$ cat src/rtl/uart_pkg.sv
// Shared UART constants, arbiter FSM state type and default watchdog limit.
package uart_pkg;

  localparam int unsigned BYTE_WIDTH = 8;

  localparam int unsigned CLK_FREQ        = 100_000_000;
  localparam int unsigned BAUD            = 9600;
  localparam int unsigned BAUD_CNT_CYCLES = CLK_FREQ / (BAUD * 16);

  // One 9600-baud frame at 100 MHz is ~104k cycles; leave margin.
  localparam int unsigned DEFAULT_TIMEOUT_CYCLES = 120_000;

  typedef enum logic [1:0] {
    IDLE,
    START,
    WAIT_DONE
  } uart_arb_state_t;

endpackage

$ cat src/rtl/uart_tx_arbiter_if.sv
// Requester bus plus UART TX-side signals of the TX arbiter.
interface uart_tx_arbiter_if #(
  parameter int unsigned NUM_REQ    = 4,
  parameter int unsigned BYTE_WIDTH = 8
);
  localparam int unsigned IDX_W = $clog2(NUM_REQ);

  logic [NUM_REQ-1:0]            req_valid;
  logic [NUM_REQ*BYTE_WIDTH-1:0] req_data;
  logic [NUM_REQ-1:0]            req_ready;
  logic [BYTE_WIDTH-1:0]         tx_data;
  logic                          tx_start;
  logic                          tx_done;
  logic                          busy;
  logic [IDX_W-1:0]              grant_id;
  logic                          timeout_err;

  // Arbiter side.
  modport slave (
    input  req_valid, req_data, tx_done,
    output req_ready, tx_data, tx_start, busy, grant_id, timeout_err
  );

  // Requesters / UART side.
  modport master (
    output req_valid, req_data, tx_done,
    input  req_ready, tx_data, tx_start, busy, grant_id, timeout_err
  );
endinterface

$ cat src/rtl/uart_rr_picker.sv
// Combinational round-robin picker: first valid after ptr, modulo NUM_REQ.
module uart_rr_picker #(
  parameter int unsigned NUM_REQ = 4
) (
  input  logic [NUM_REQ-1:0]         valid_i,
  input  logic [$clog2(NUM_REQ)-1:0] ptr_i,
  output logic [NUM_REQ-1:0]         grant_o,
  output logic [$clog2(NUM_REQ)-1:0] idx_o,
  output logic                       any_valid_o
);
  localparam int unsigned IDX_W = $clog2(NUM_REQ);

  logic [IDX_W-1:0] cand;

  // Scan farthest offset first so the nearest valid after ptr wins.
  always_comb begin
    grant_o = '0;
    idx_o   = '0;
    cand    = '0;
    for (int i = int'(NUM_REQ); i >= 1; i--) begin
      cand = IDX_W'((32'(ptr_i) + 32'(i)) % NUM_REQ);
      if (valid_i[cand]) begin
        grant_o       = '0;
        grant_o[cand] = 1'b1;
        idx_o         = cand;
      end
    end
  end

  assign any_valid_o = |valid_i;

endmodule

$ cat src/rtl/uart_tx_arbiter.sv
// Round-robin sharing of one UART transmitter among NUM_REQ byte requesters,
// with a frame-completion watchdog.
module uart_tx_arbiter #(
  parameter int unsigned NUM_REQ        = 4,
  parameter int unsigned BYTE_WIDTH     = uart_pkg::BYTE_WIDTH,
  parameter int unsigned TIMEOUT_CYCLES = uart_pkg::DEFAULT_TIMEOUT_CYCLES
) (
  input logic              clk,
  input logic              arst_n,
  uart_tx_arbiter_if.slave bus
);
  import uart_pkg::*;

  localparam int unsigned IDX_W = $clog2(NUM_REQ);
  localparam int unsigned WD_W  = $clog2(TIMEOUT_CYCLES + 1);
  localparam logic [WD_W-1:0] WD_TERM = WD_W'(TIMEOUT_CYCLES - 1);
  localparam logic [WD_W-1:0] WD_PRE  = WD_W'(TIMEOUT_CYCLES - 2);

  uart_arb_state_t       state_q, state_d;
  logic [IDX_W-1:0]      ptr_q, ptr_d;
  logic [IDX_W-1:0]      grant_q, grant_d;
  logic [BYTE_WIDTH-1:0] tx_data_q, tx_data_d;
  logic                  tx_start_q, tx_start_d;
  logic                  busy_q, busy_d;
  logic                  timeout_q, timeout_d;
  logic [WD_W-1:0]       wd_q, wd_d;
  logic                  done_q;

  logic [NUM_REQ-1:0] pick_grant;
  logic [IDX_W-1:0]   pick_idx;
  logic               pick_any;
  logic [NUM_REQ-1:0] req_ready_c;
  logic               handshake_c;
  logic               done_rise_c;

  uart_rr_picker #(.NUM_REQ(NUM_REQ)) u_picker (
    .valid_i     (bus.req_valid),
    .ptr_i       (ptr_q),
    .grant_o     (pick_grant),
    .idx_o       (pick_idx),
    .any_valid_o (pick_any)
  );

  assign req_ready_c = (state_q == IDLE && pick_any) ? pick_grant : '0;
  assign handshake_c = |(bus.req_valid & req_ready_c);
  assign done_rise_c = bus.tx_done & ~done_q;

  always_ff @(posedge clk or negedge arst_n) begin
    if (!arst_n) begin
      state_q    <= IDLE;
      ptr_q      <= IDX_W'(NUM_REQ - 1);
      grant_q    <= '0;
      tx_data_q  <= '0;
      tx_start_q <= 1'b0;
      busy_q     <= 1'b0;
      timeout_q  <= 1'b0;
      wd_q       <= '0;
      done_q     <= 1'b0;
    end else begin
      state_q    <= state_d;
      ptr_q      <= ptr_d;
      grant_q    <= grant_d;
      tx_data_q  <= tx_data_d;
      tx_start_q <= tx_start_d;
      busy_q     <= busy_d;
      timeout_q  <= timeout_d;
      wd_q       <= wd_d;
      done_q     <= bus.tx_done;
    end
  end

  // Timeout decided one count early so the registered pulse lands exactly
  // TIMEOUT_CYCLES after tx_start; a simultaneous tx_done edge takes priority.
  always_comb begin
    state_d   = state_q;
    ptr_d     = ptr_q;
    grant_d   = grant_q;
    tx_data_d = tx_data_q;
    wd_d      = wd_q;
    timeout_d = 1'b0;
    case (state_q)
      IDLE: begin
        if (handshake_c) begin
          ptr_d   = pick_idx;
          grant_d = pick_idx;
          for (int i = 0; i < int'(NUM_REQ); i++) begin
            if (pick_grant[i]) tx_data_d = bus.req_data[i*BYTE_WIDTH +: BYTE_WIDTH];
          end
          state_d = START;
        end
      end
      START: begin
        wd_d    = '0;
        state_d = WAIT_DONE;
      end
      WAIT_DONE: begin
        if (wd_q != WD_TERM) wd_d = wd_q + WD_W'(1);
        if (done_rise_c) begin
          state_d = IDLE;
        end else if (wd_q == WD_PRE) begin
          timeout_d = 1'b1;
          state_d   = IDLE;
        end
      end
      default: state_d = IDLE;
    endcase
    tx_start_d = (state_d == START);
    busy_d     = (state_d != IDLE);
  end

  assign bus.req_ready   = req_ready_c;
  assign bus.tx_data     = tx_data_q;
  assign bus.tx_start    = tx_start_q;
  assign bus.busy        = busy_q;
  assign bus.grant_id    = grant_q;
  assign bus.timeout_err = timeout_q;

endmodule

$ cat src/flat_wrapper.sv
// flat-port wrapper written by rule: the top's interface ports become plain ports
module uart_tx_arbiter_flat import uart_pkg::*;
#(
  parameter int unsigned NUM_REQ        = 4,
  parameter int unsigned BYTE_WIDTH     = uart_pkg::BYTE_WIDTH,
  parameter int unsigned TIMEOUT_CYCLES = uart_pkg::DEFAULT_TIMEOUT_CYCLES
)
  (clk, arst_n, bus_req_valid, bus_req_data, bus_tx_done, bus_req_ready, bus_tx_data, bus_tx_start, bus_busy, bus_grant_id, bus_timeout_err);
  uart_tx_arbiter_if #(.NUM_REQ(NUM_REQ), .BYTE_WIDTH(BYTE_WIDTH)) bus_i ();
  input logic clk;
  input logic arst_n;
  input wire logic [$bits(bus_i.req_valid)-1:0] bus_req_valid;
  input wire logic [$bits(bus_i.req_data)-1:0] bus_req_data;
  input wire logic [$bits(bus_i.tx_done)-1:0] bus_tx_done;
  output wire logic [$bits(bus_i.req_ready)-1:0] bus_req_ready;
  output wire logic [$bits(bus_i.tx_data)-1:0] bus_tx_data;
  output wire logic [$bits(bus_i.tx_start)-1:0] bus_tx_start;
  output wire logic [$bits(bus_i.busy)-1:0] bus_busy;
  output wire logic [$bits(bus_i.grant_id)-1:0] bus_grant_id;
  output wire logic [$bits(bus_i.timeout_err)-1:0] bus_timeout_err;
  assign bus_i.req_valid = bus_req_valid;
  assign bus_i.req_data = bus_req_data;
  assign bus_i.tx_done = bus_tx_done;
  assign bus_req_ready = bus_i.req_ready;
  assign bus_tx_data = bus_i.tx_data;
  assign bus_tx_start = bus_i.tx_start;
  assign bus_busy = bus_i.busy;
  assign bus_grant_id = bus_i.grant_id;
  assign bus_timeout_err = bus_i.timeout_err;
  uart_tx_arbiter #(.NUM_REQ(NUM_REQ), .BYTE_WIDTH(BYTE_WIDTH), .TIMEOUT_CYCLES(TIMEOUT_CYCLES)) u_core (.clk(clk), .arst_n(arst_n), .bus(bus_i));
endmodule
$ cat config.mk
export PLATFORM = sky130hd
export DESIGN_NAME = uart_tx_arbiter_flat
export DESIGN_NICKNAME = d
export VERILOG_FILES = /design/src/rtl/uart_pkg.sv /design/src/rtl/uart_tx_arbiter_if.sv /design/src/rtl/uart_rr_picker.sv /design/src/rtl/uart_tx_arbiter.sv /design/src/flat_wrapper.sv
export SDC_FILE = /design/constraint.sdc
export NUM_CORES = 1
export LEC_CHECK = 0
export BUFFER_PORTS_ARGS = -buffer_cell sky130_fd_sc_hd__buf_2
export CAP_MARGIN = 20
export CORE_MARGIN = 10
export CORE_UTILIZATION = 35
export DETAILED_ROUTE_END_ITERATION = 8
export GPL_TIMING_DRIVEN = 0
export SLEW_MARGIN = 0
export SYNTH_ARGS = -nofsm -noshare
export SYNTH_HDL_FRONTEND = slang
export SYNTH_SLANG_ARGS = --single-unit
$ cat constraint.sdc
create_clock -name clk -period 3.7 [get_ports clk]
set_clock_uncertainty 0.1 [all_clocks]
set_input_delay 0.185 -clock clk [delete_from_list [all_inputs] [get_ports clk]]
set_output_delay 0.185 -clock clk [all_outputs]
set_load 0.005 [all_outputs]
After elaboration in Yosys (flattened, before gate mapping)
Cells that the tools add are included.
{"block": "classes", "multipliers": 0, "n_mux": 38, "addsub": 5, "n_reduce_logical": 14, "eq_ne": 6, "n_lt_le_gt_ge": 8, "bitwise": 3, "div_mod_pow": 0, "shifts": 0}
{"operator": "$pmux 17 s2", "n": 1}
{"operator": "$mux 8", "n": 4}
{"operator": "$mux 4", "n": 5}
{"operator": "$add 17x1->17 const B", "n": 1}
{"operator": "$eq 17x17->1 const B", "n": 1}
{"operator": "$mux 17", "n": 1}
{"operator": "$ne 17x17->1 const B", "n": 1}
{"operator": "$mux 2", "n": 7}
{"operator": "$lt 2x3->1 const B", "n": 4}
{"operator": "$mux 1", "n": 11}
{"operator": "$bmux 1 s2", "n": 4}
{"operator": "$demux 1 s2", "n": 4}
{"operator": "$ge 2x1->1 const B", "n": 4}
{"operator": "$reduce_or 4->1", "n": 2}
{"operator": "$pmux 2 s3", "n": 1}
{"operator": "$logic_and 1x1->1", "n": 5}
{"operator": "$add 2x1->2 const B", "n": 2}
{"operator": "$add 2x2->2 const B", "n": 2}
{"operator": "$and 4x4->4", "n": 1}
{"operator": "$eq 2x1->1 const B", "n": 2}
{"operator": "$reduce_and 2->1", "n": 2}
{"operator": "$reduce_bool 2->1", "n": 2}
{"operator": "$reduce_bool 4->1", "n": 1}
{"operator": "$reduce_and 3->1", "n": 1}
{"operator": "other kinds (5)", "n": 5}
{"block": "word_totals", "register_bits": 35, "n_memories": 0, "elab_cells": 83, "out_inout_bits": 17, "latchBits": 0, "ram_bits": 0, "inputBits": 39, "romBits": 0}

Depth between registers and ports, before layout
{"block": "logic_depth", "ltp_word": 15, "ltp_mapped": 12, "mapped_depth_nobuf": 9}

Hierarchy
A second synthesis with hierarchy kept.
{"block": "unflattened", "hier_cells": 283, "area_unflattened_um2": 2638.8}
{"mod": "uart_tx_arbiter", "cells_each": 221, "area_per_inst_um2": 2134.5, "seq_area_each_um2": 878.3, "instances": 1}
{"mod": "uart_rr_picker", "cells_each": 62, "area_per_inst_um2": 504.2, "seq_area_each_um2": 0.0, "instances": 1}

Worst setup path after synthesis
No wires, ideal clock.
{"block": "synth_timing", "path_kind": "reg2reg", "startpoint": "reg u_core.ptr_q[1]", "endpoint": "reg u_core.tx_data_q[3] (netlist: u_core.bus.tx_data[3])", "arrival_ns": 3.406, "stages_incl_launch_ff": 13, "setup_time_ns": 0.125, "required_time_ns": 3.475, "path_buffers": 3, "synth_period_minus_slack_ns": 3.631, "setup_slack_ns": 0.069, "cell_sequence": "dfstp_2 clkbuf_1 inv_1 ha_1 buf_1 mux2i_1 o211ai_1 a211oi_2 or3_4 nand2_4 a41oi_4 buf_8 mux2_4"}
{"block": "synth_via", "elab_chain_cells": 13, "elab_cells_between_ends": 44, "classes_between": "4 x add/sub; 8 x order compare; 24 x mux; 1 x bitwise; 7 x reduce/logical"}
{"element": "start: declaration", "line_no": "uart_tx_arbiter.sv:20", "source": "logic [IDX_W-1:0] ptr_q, ptr_d;"}
{"element": "start signal: assignment", "line_no": "uart_tx_arbiter.sv:51", "source": "ptr_q <= IDX_W'(NUM_REQ - 1);"}
{"element": "start signal: assignment", "line_no": "uart_tx_arbiter.sv:61", "source": "ptr_q <= ptr_d;"}
{"element": "$add 2x1->2", "line_no": "uart_rr_picker.sv:21", "source": "cand = IDX_W'((32'(ptr_i) + 32'(i)) % NUM_REQ);"}
{"element": "$lt 2x3->1 (implied by the code) / $ge 2x1->1 (equally long branches)", "line_no": "uart_rr_picker.sv:24", "source": "grant_o[cand] = 1'b1;"}
{"element": "$logic_and 1x1->1 (implied by the code)", "line_no": "uart_rr_picker.sv:24"}
{"element": "$mux 1 (implied by the code)", "line_no": "uart_rr_picker.sv:24"}
{"element": "$demux 1 s2", "line_no": "uart_rr_picker.sv:24"}
{"element": "$mux 4 (3 in series)", "line_no": "uart_rr_picker.sv:22", "source": "if (valid_i[cand]) begin"}
{"element": "$mux 4 (*)", "line_no": "uart_rr_picker.sv:22"}
{"element": "$mux 4", "line_no": "uart_tx_arbiter.sv:44", "source": "assign req_ready_c = (state_q == IDLE && pick_any) ? pick_grant : '0;"}
{"element": "$and 4x4->4", "line_no": "uart_tx_arbiter.sv:45", "source": "assign handshake_c = |(bus.req_valid & req_ready_c);"}
{"element": "$reduce_or 4->1", "line_no": "uart_tx_arbiter.sv:45"}
{"element": "$reduce_and 3->1 (no source line)"}
{"element": "end signal: assignment", "line_no": "uart_tx_arbiter.sv:63", "source": "tx_data_q <= tx_data_d;"}
{"element": "end: declaration", "line_no": "uart_tx_arbiter.sv:22", "source": "logic [BYTE_WIDTH-1:0] tx_data_q, tx_data_d;"}
Mark *: on every way between the ends. The rest lies on a longest branch, timed or not. The select of a mux whose other input is x is not followed.
A chain may end at the register's enable or synchronous reset.

Final worst setup path
{"block": "layout_timing", "startpoint": "reg u_core.ptr_q[0]", "endpoint": "reg u_core.tx_data_q[4] (netlist: u_core.bus.tx_data[4])"}
The elaborated chain is that of the path after synthesis.

==> run summary <==
The initial antenna violation count came to 0. The net count reported at finish came out at 407. The total global-route track usage came out at 11.73%. In this run the cell area of the synthesized design comes to 0.002587 mm².

The net count after synthesis came out at 336. The arrival time of the worst setup path is 3.56 ns. The growth of design area from synthesis to finish is 22.97%.

In the final layout, the share of cells above drive strength 1 is 27.86%. The number of antenna repair diodes came out at 0. The biggest area consumer among synthesized cells is sky130_fd_sc_hd__dfrtp_1. The placeable core area came out at 0.007214 mm². The minimum period implied by the final worst setup slack is 3.493 ns. The CTS buffer count is 5. The slack of the worst reg-to-reg path is 0.21 ns. The startpoint kind of the worst setup timing path is a flip-flop.

Summed over all cells, the static leakage comes to 1.491 nW. The count of port buffers added during placement is 55. Across the VDD grid, the largest voltage drop is 0.0005563 V. After global routing the overflow that remains totals 0.

The number of flops mapped to enable cells by yosys came out at 0. Counting the fill cells in the layout gives 748. Setup repair after global routing left no endpoint under its margin. The number of H-tree levels is 2. The final hold violation count was 0. The number of global-route vias before repair is 2325. Dividing the detail-routed wire length by the instance count gives 14.64 µm. Wires add up to 6.705 mm.

Setup violations remaining at the end of the flow were counted as 0. The number of placement rows is 31. Entering global routing, the biggest net connects 36 pins. The worst setup path is captured at a flip-flop. Measured against its own limit, the worst slew margin works out to 48.49%.

The register area share after synthesis came out at 33.95%. In the routed design, unresolved DRC markers number 0. The largest fanout of any net on the critical path is 10.

The Yosys step of the flow raised 0 warnings. The tree built by TritonCTS fans out to 35 sinks. The overall power is 2.699 mW. The first-pass GRT wire length came out at 11.14 mm. The worst slack at placement came out at -0.5494 ns. The deepest clock path buffer count came out at 2. Clock-pin slew was measured on the worst setup and hold paths at 0.07 ns. The final critical-path share of the clock period came out at 94.42%. Synthesis produced a netlist whose cell count is 287. The number of iterations in the first detailed-routing pass came out at 4. The die is 106.0 µm wide. The die area came out at 0.01123 mm². Once detail routing completed, the nets flagged for antenna violations numbered 0. The required time of the critical path is 3.76 ns. The count of pins over their slew limit came out at 0. Power spread over the standard cell area amounts to 848.3 mW/mm². The worst hold margin is 0.2645 ns. 56 I/O pins were placed. The final route contains 2365 vias. The chip height is 106.0 µm. Ranked by total cell area, the synthesized netlist is headed by sky130_fd_sc_hd__dfrtp_1, sky130_fd_sc_hd__mux2i_1, sky130_fd_sc_hd__ha_1, sky130_fd_sc_hd__o21ai_0, sky130_fd_sc_hd__nand3_1. The global placer's final weighted congestion came out at 0.8393. In this run the biggest area consumer among cell types represents 31.91% of the synthesized area. The max-cap check violation count came out at 0. The measured slew at the worst slew-check pin came out at 0.7727 ns. A synthesized cell averages 9.016 µm². The count of state elements after synthesis is 35. The post-synthesis cell type count is 54.

CTS placed an instance of sky130_fd_sc_hd__clkbuf_8 at the clock tree root. The via density per instance is 5.164. The clock latency on the worst-skew pair came out at 0.28 ns. The multi-input gate area in the final layout came out at 0.001574 mm².

The most used flip-flop cell after synthesis is sky130_fd_sc_hd__dfrtp_1. The path type of the worst min-delay path is in2reg. The starting utilization of the core area came out at 35.87%.

The detailed placer's ending HPWL is 5.197 mm. The initial DRC count came out at 130. The register cell area after layout is 878.3 µm². The clock tree from TritonCTS is done.

The worst path meets setup with 0.2066 ns of slack. The peak clock frequency supported by timing came out at 286.3 MHz. The run finished with clean final reports. The critical path is of the reg2reg type.

For this run, asynchronously set or reset flops after synthesis account for 100.0%.
## routing by layer
layer  track usage, %  vias to the layer above  share of wire (%)
met4            3.095                        0               0.87
li1                 -                     1183                  -
met5                0                        -                  0
met2            17.05                       76                 42
met1            15.80                     1102                 49
met3            4.589                        4                8.2
## power breakdown
| part | internal [mW] | total (mW) | switching (mW) |
|---|---|---|---|
| Sequential | 0.506 | 0.607 | 0.101 |
| Combinational | 0.863 | 1.83 | 0.968 |
| Clock | 0.132 | 0.261 | 0.129 |
| Total | 1.50 | 2.70 | 1.20 |
## registers in the layout, indices dropped and copies added, names as in the netlist
signal,cells
u_core.bus.grant_id,2
u_core.bus.tx_data,8
u_core.wd_q,17
u_core.bus.timeout_err,1
u_core.bus.tx_start,1
u_core.ptr_q,2
u_core.bus.busy,1
u_core.done_q,1
u_core.state_q,2
## repair_timing
action | in CTS | in global routing
endpoints found under the hold margin | 34 | 0
setup endpoints to repair | 17 | 16
pin swaps | 2 | 0
buffers inserted | 3 | 5
hold buffers | 2 | 0
resized for setup | 5 | 6
## Yosys cell counts, types with 7 or more instances
library cell                n
sky130_fd_sc_hd__dfrtp_1   33
sky130_fd_sc_hd__o21ai_0   25
sky130_fd_sc_hd__nand2_1   23
sky130_fd_sc_hd__inv_1     22
sky130_fd_sc_hd__nand3_1   20
sky130_fd_sc_hd__mux2i_1   15
sky130_fd_sc_hd__nor2_1    13
sky130_fd_sc_hd__a31oi_1   12
sky130_fd_sc_hd__o31ai_1   12
sky130_fd_sc_hd__ha_1      10
sky130_fd_sc_hd__a21oi_1    9
sky130_fd_sc_hd__clkbuf_1   8
sky130_fd_sc_hd__o211ai_1   7
## final cells by class
class,instances,share of cell area (%)
Buffer,13,2.595
Clock buffer,7,2.399
Clock inverter,1,0.1573
Inverter,22,2.713
Multi-Input combinational cell,216,49.47
Sequential cell,35,27.61
Tap cell,99,3.893
Timing Repair Buffer,65,11.17
## layout by cell type, fill, tap and decap left out, types with 2 or more instances in the layout
cell type	instances
sky130_fd_sc_hd__nand2_1	23
sky130_fd_sc_hd__a21o_1	3
sky130_fd_sc_hd__inv_1	21
sky130_fd_sc_hd__dlygate4sd3_1	2
sky130_fd_sc_hd__o211ai_1	7
sky130_fd_sc_hd__nor2b_1	6
sky130_fd_sc_hd__nor3_1	3
sky130_fd_sc_hd__a211o_1	3
sky130_fd_sc_hd__mux4_2	2
sky130_fd_sc_hd__nor2_1	12
sky130_fd_sc_hd__ha_1	9
sky130_fd_sc_hd__o21ai_0	25
sky130_fd_sc_hd__mux2_2	5
sky130_fd_sc_hd__and2_1	2
sky130_fd_sc_hd__a21oi_1	9
sky130_fd_sc_hd__mux2_4	4
sky130_fd_sc_hd__buf_6	2
sky130_fd_sc_hd__a31oi_1	12
sky130_fd_sc_hd__and3b_1	3
sky130_fd_sc_hd__clkbuf_8	5
sky130_fd_sc_hd__o31ai_1	12
sky130_fd_sc_hd__nor3b_1	2
sky130_fd_sc_hd__and3_1	5
sky130_fd_sc_hd__o21ai_1	2
sky130_fd_sc_hd__buf_4	9
sky130_fd_sc_hd__dfrtp_1	33
sky130_fd_sc_hd__nand2b_1	4
sky130_fd_sc_hd__buf_2	57
sky130_fd_sc_hd__mux2i_1	15
sky130_fd_sc_hd__nand4_1	3
sky130_fd_sc_hd__dfstp_2	2
sky130_fd_sc_hd__clkbuf_1	8
sky130_fd_sc_hd__nand3_1	20
sky130_fd_sc_hd__xnor2_1	2
## critical path, stage by stage (launching register included)
cell and delay (ns):
sky130_fd_sc_hd__dfstp_2 0.63, sky130_fd_sc_hd__buf_6 0.18, sky130_fd_sc_hd__clkinvlp_4 0.14, sky130_fd_sc_hd__ha_4 0.30
sky130_fd_sc_hd__mux4_2 0.54, sky130_fd_sc_hd__and2_1 0.18, sky130_fd_sc_hd__clkbuf_1 0.20, sky130_fd_sc_hd__or3_4 0.41
sky130_fd_sc_hd__nand2_4 0.10, sky130_fd_sc_hd__a41oi_4 0.12, sky130_fd_sc_hd__buf_8 0.19, sky130_fd_sc_hd__mux2_4 0.29
## cells by family after synthesis
logic type	Yosys count	share of synthesized area [%]
muxes	27	13.06
DFF	35	33.95
buffers and inverters	36	6.334
and+or+nand+nor	93	19.10
xor gates and xnor gates	3	1.016
AOI/OAI and AO/OA	83	21.71
adders and majority gates	10	4.836
## worst paths after layout
kind,startpoint,to,cells past startpoint
worst max register to register,u_core.ptr_q[0],u_core.bus.tx_data[4],11
min in group asynchronous,arst_n,u_core.wd_q[15],2
worst min-delay path,bus_req_data[29],u_core.bus.tx_data[5],4
worst max-delay path,u_core.ptr_q[0],u_core.bus.tx_data[4],11
max in group asynchronous,arst_n,u_core.bus.tx_data[7],2
worst min register to register,u_core.wd_q[16],u_core.wd_q[16],1
## through the flow
step           cell area, µm²  util, %  cells  setup TNS, ns
2_1_floorplan            2587        -    287              0
3_3_place_gp             2987    41.40    441         -4.574
3_5_place_dp             2987    41.40    441         -5.910
4_1_cts                  3124    43.31    453              0
5_1_grt                  3182    44.10    458              0
6_report                 3182    44.10    458              0
Power figures use the tool's default switching activity.
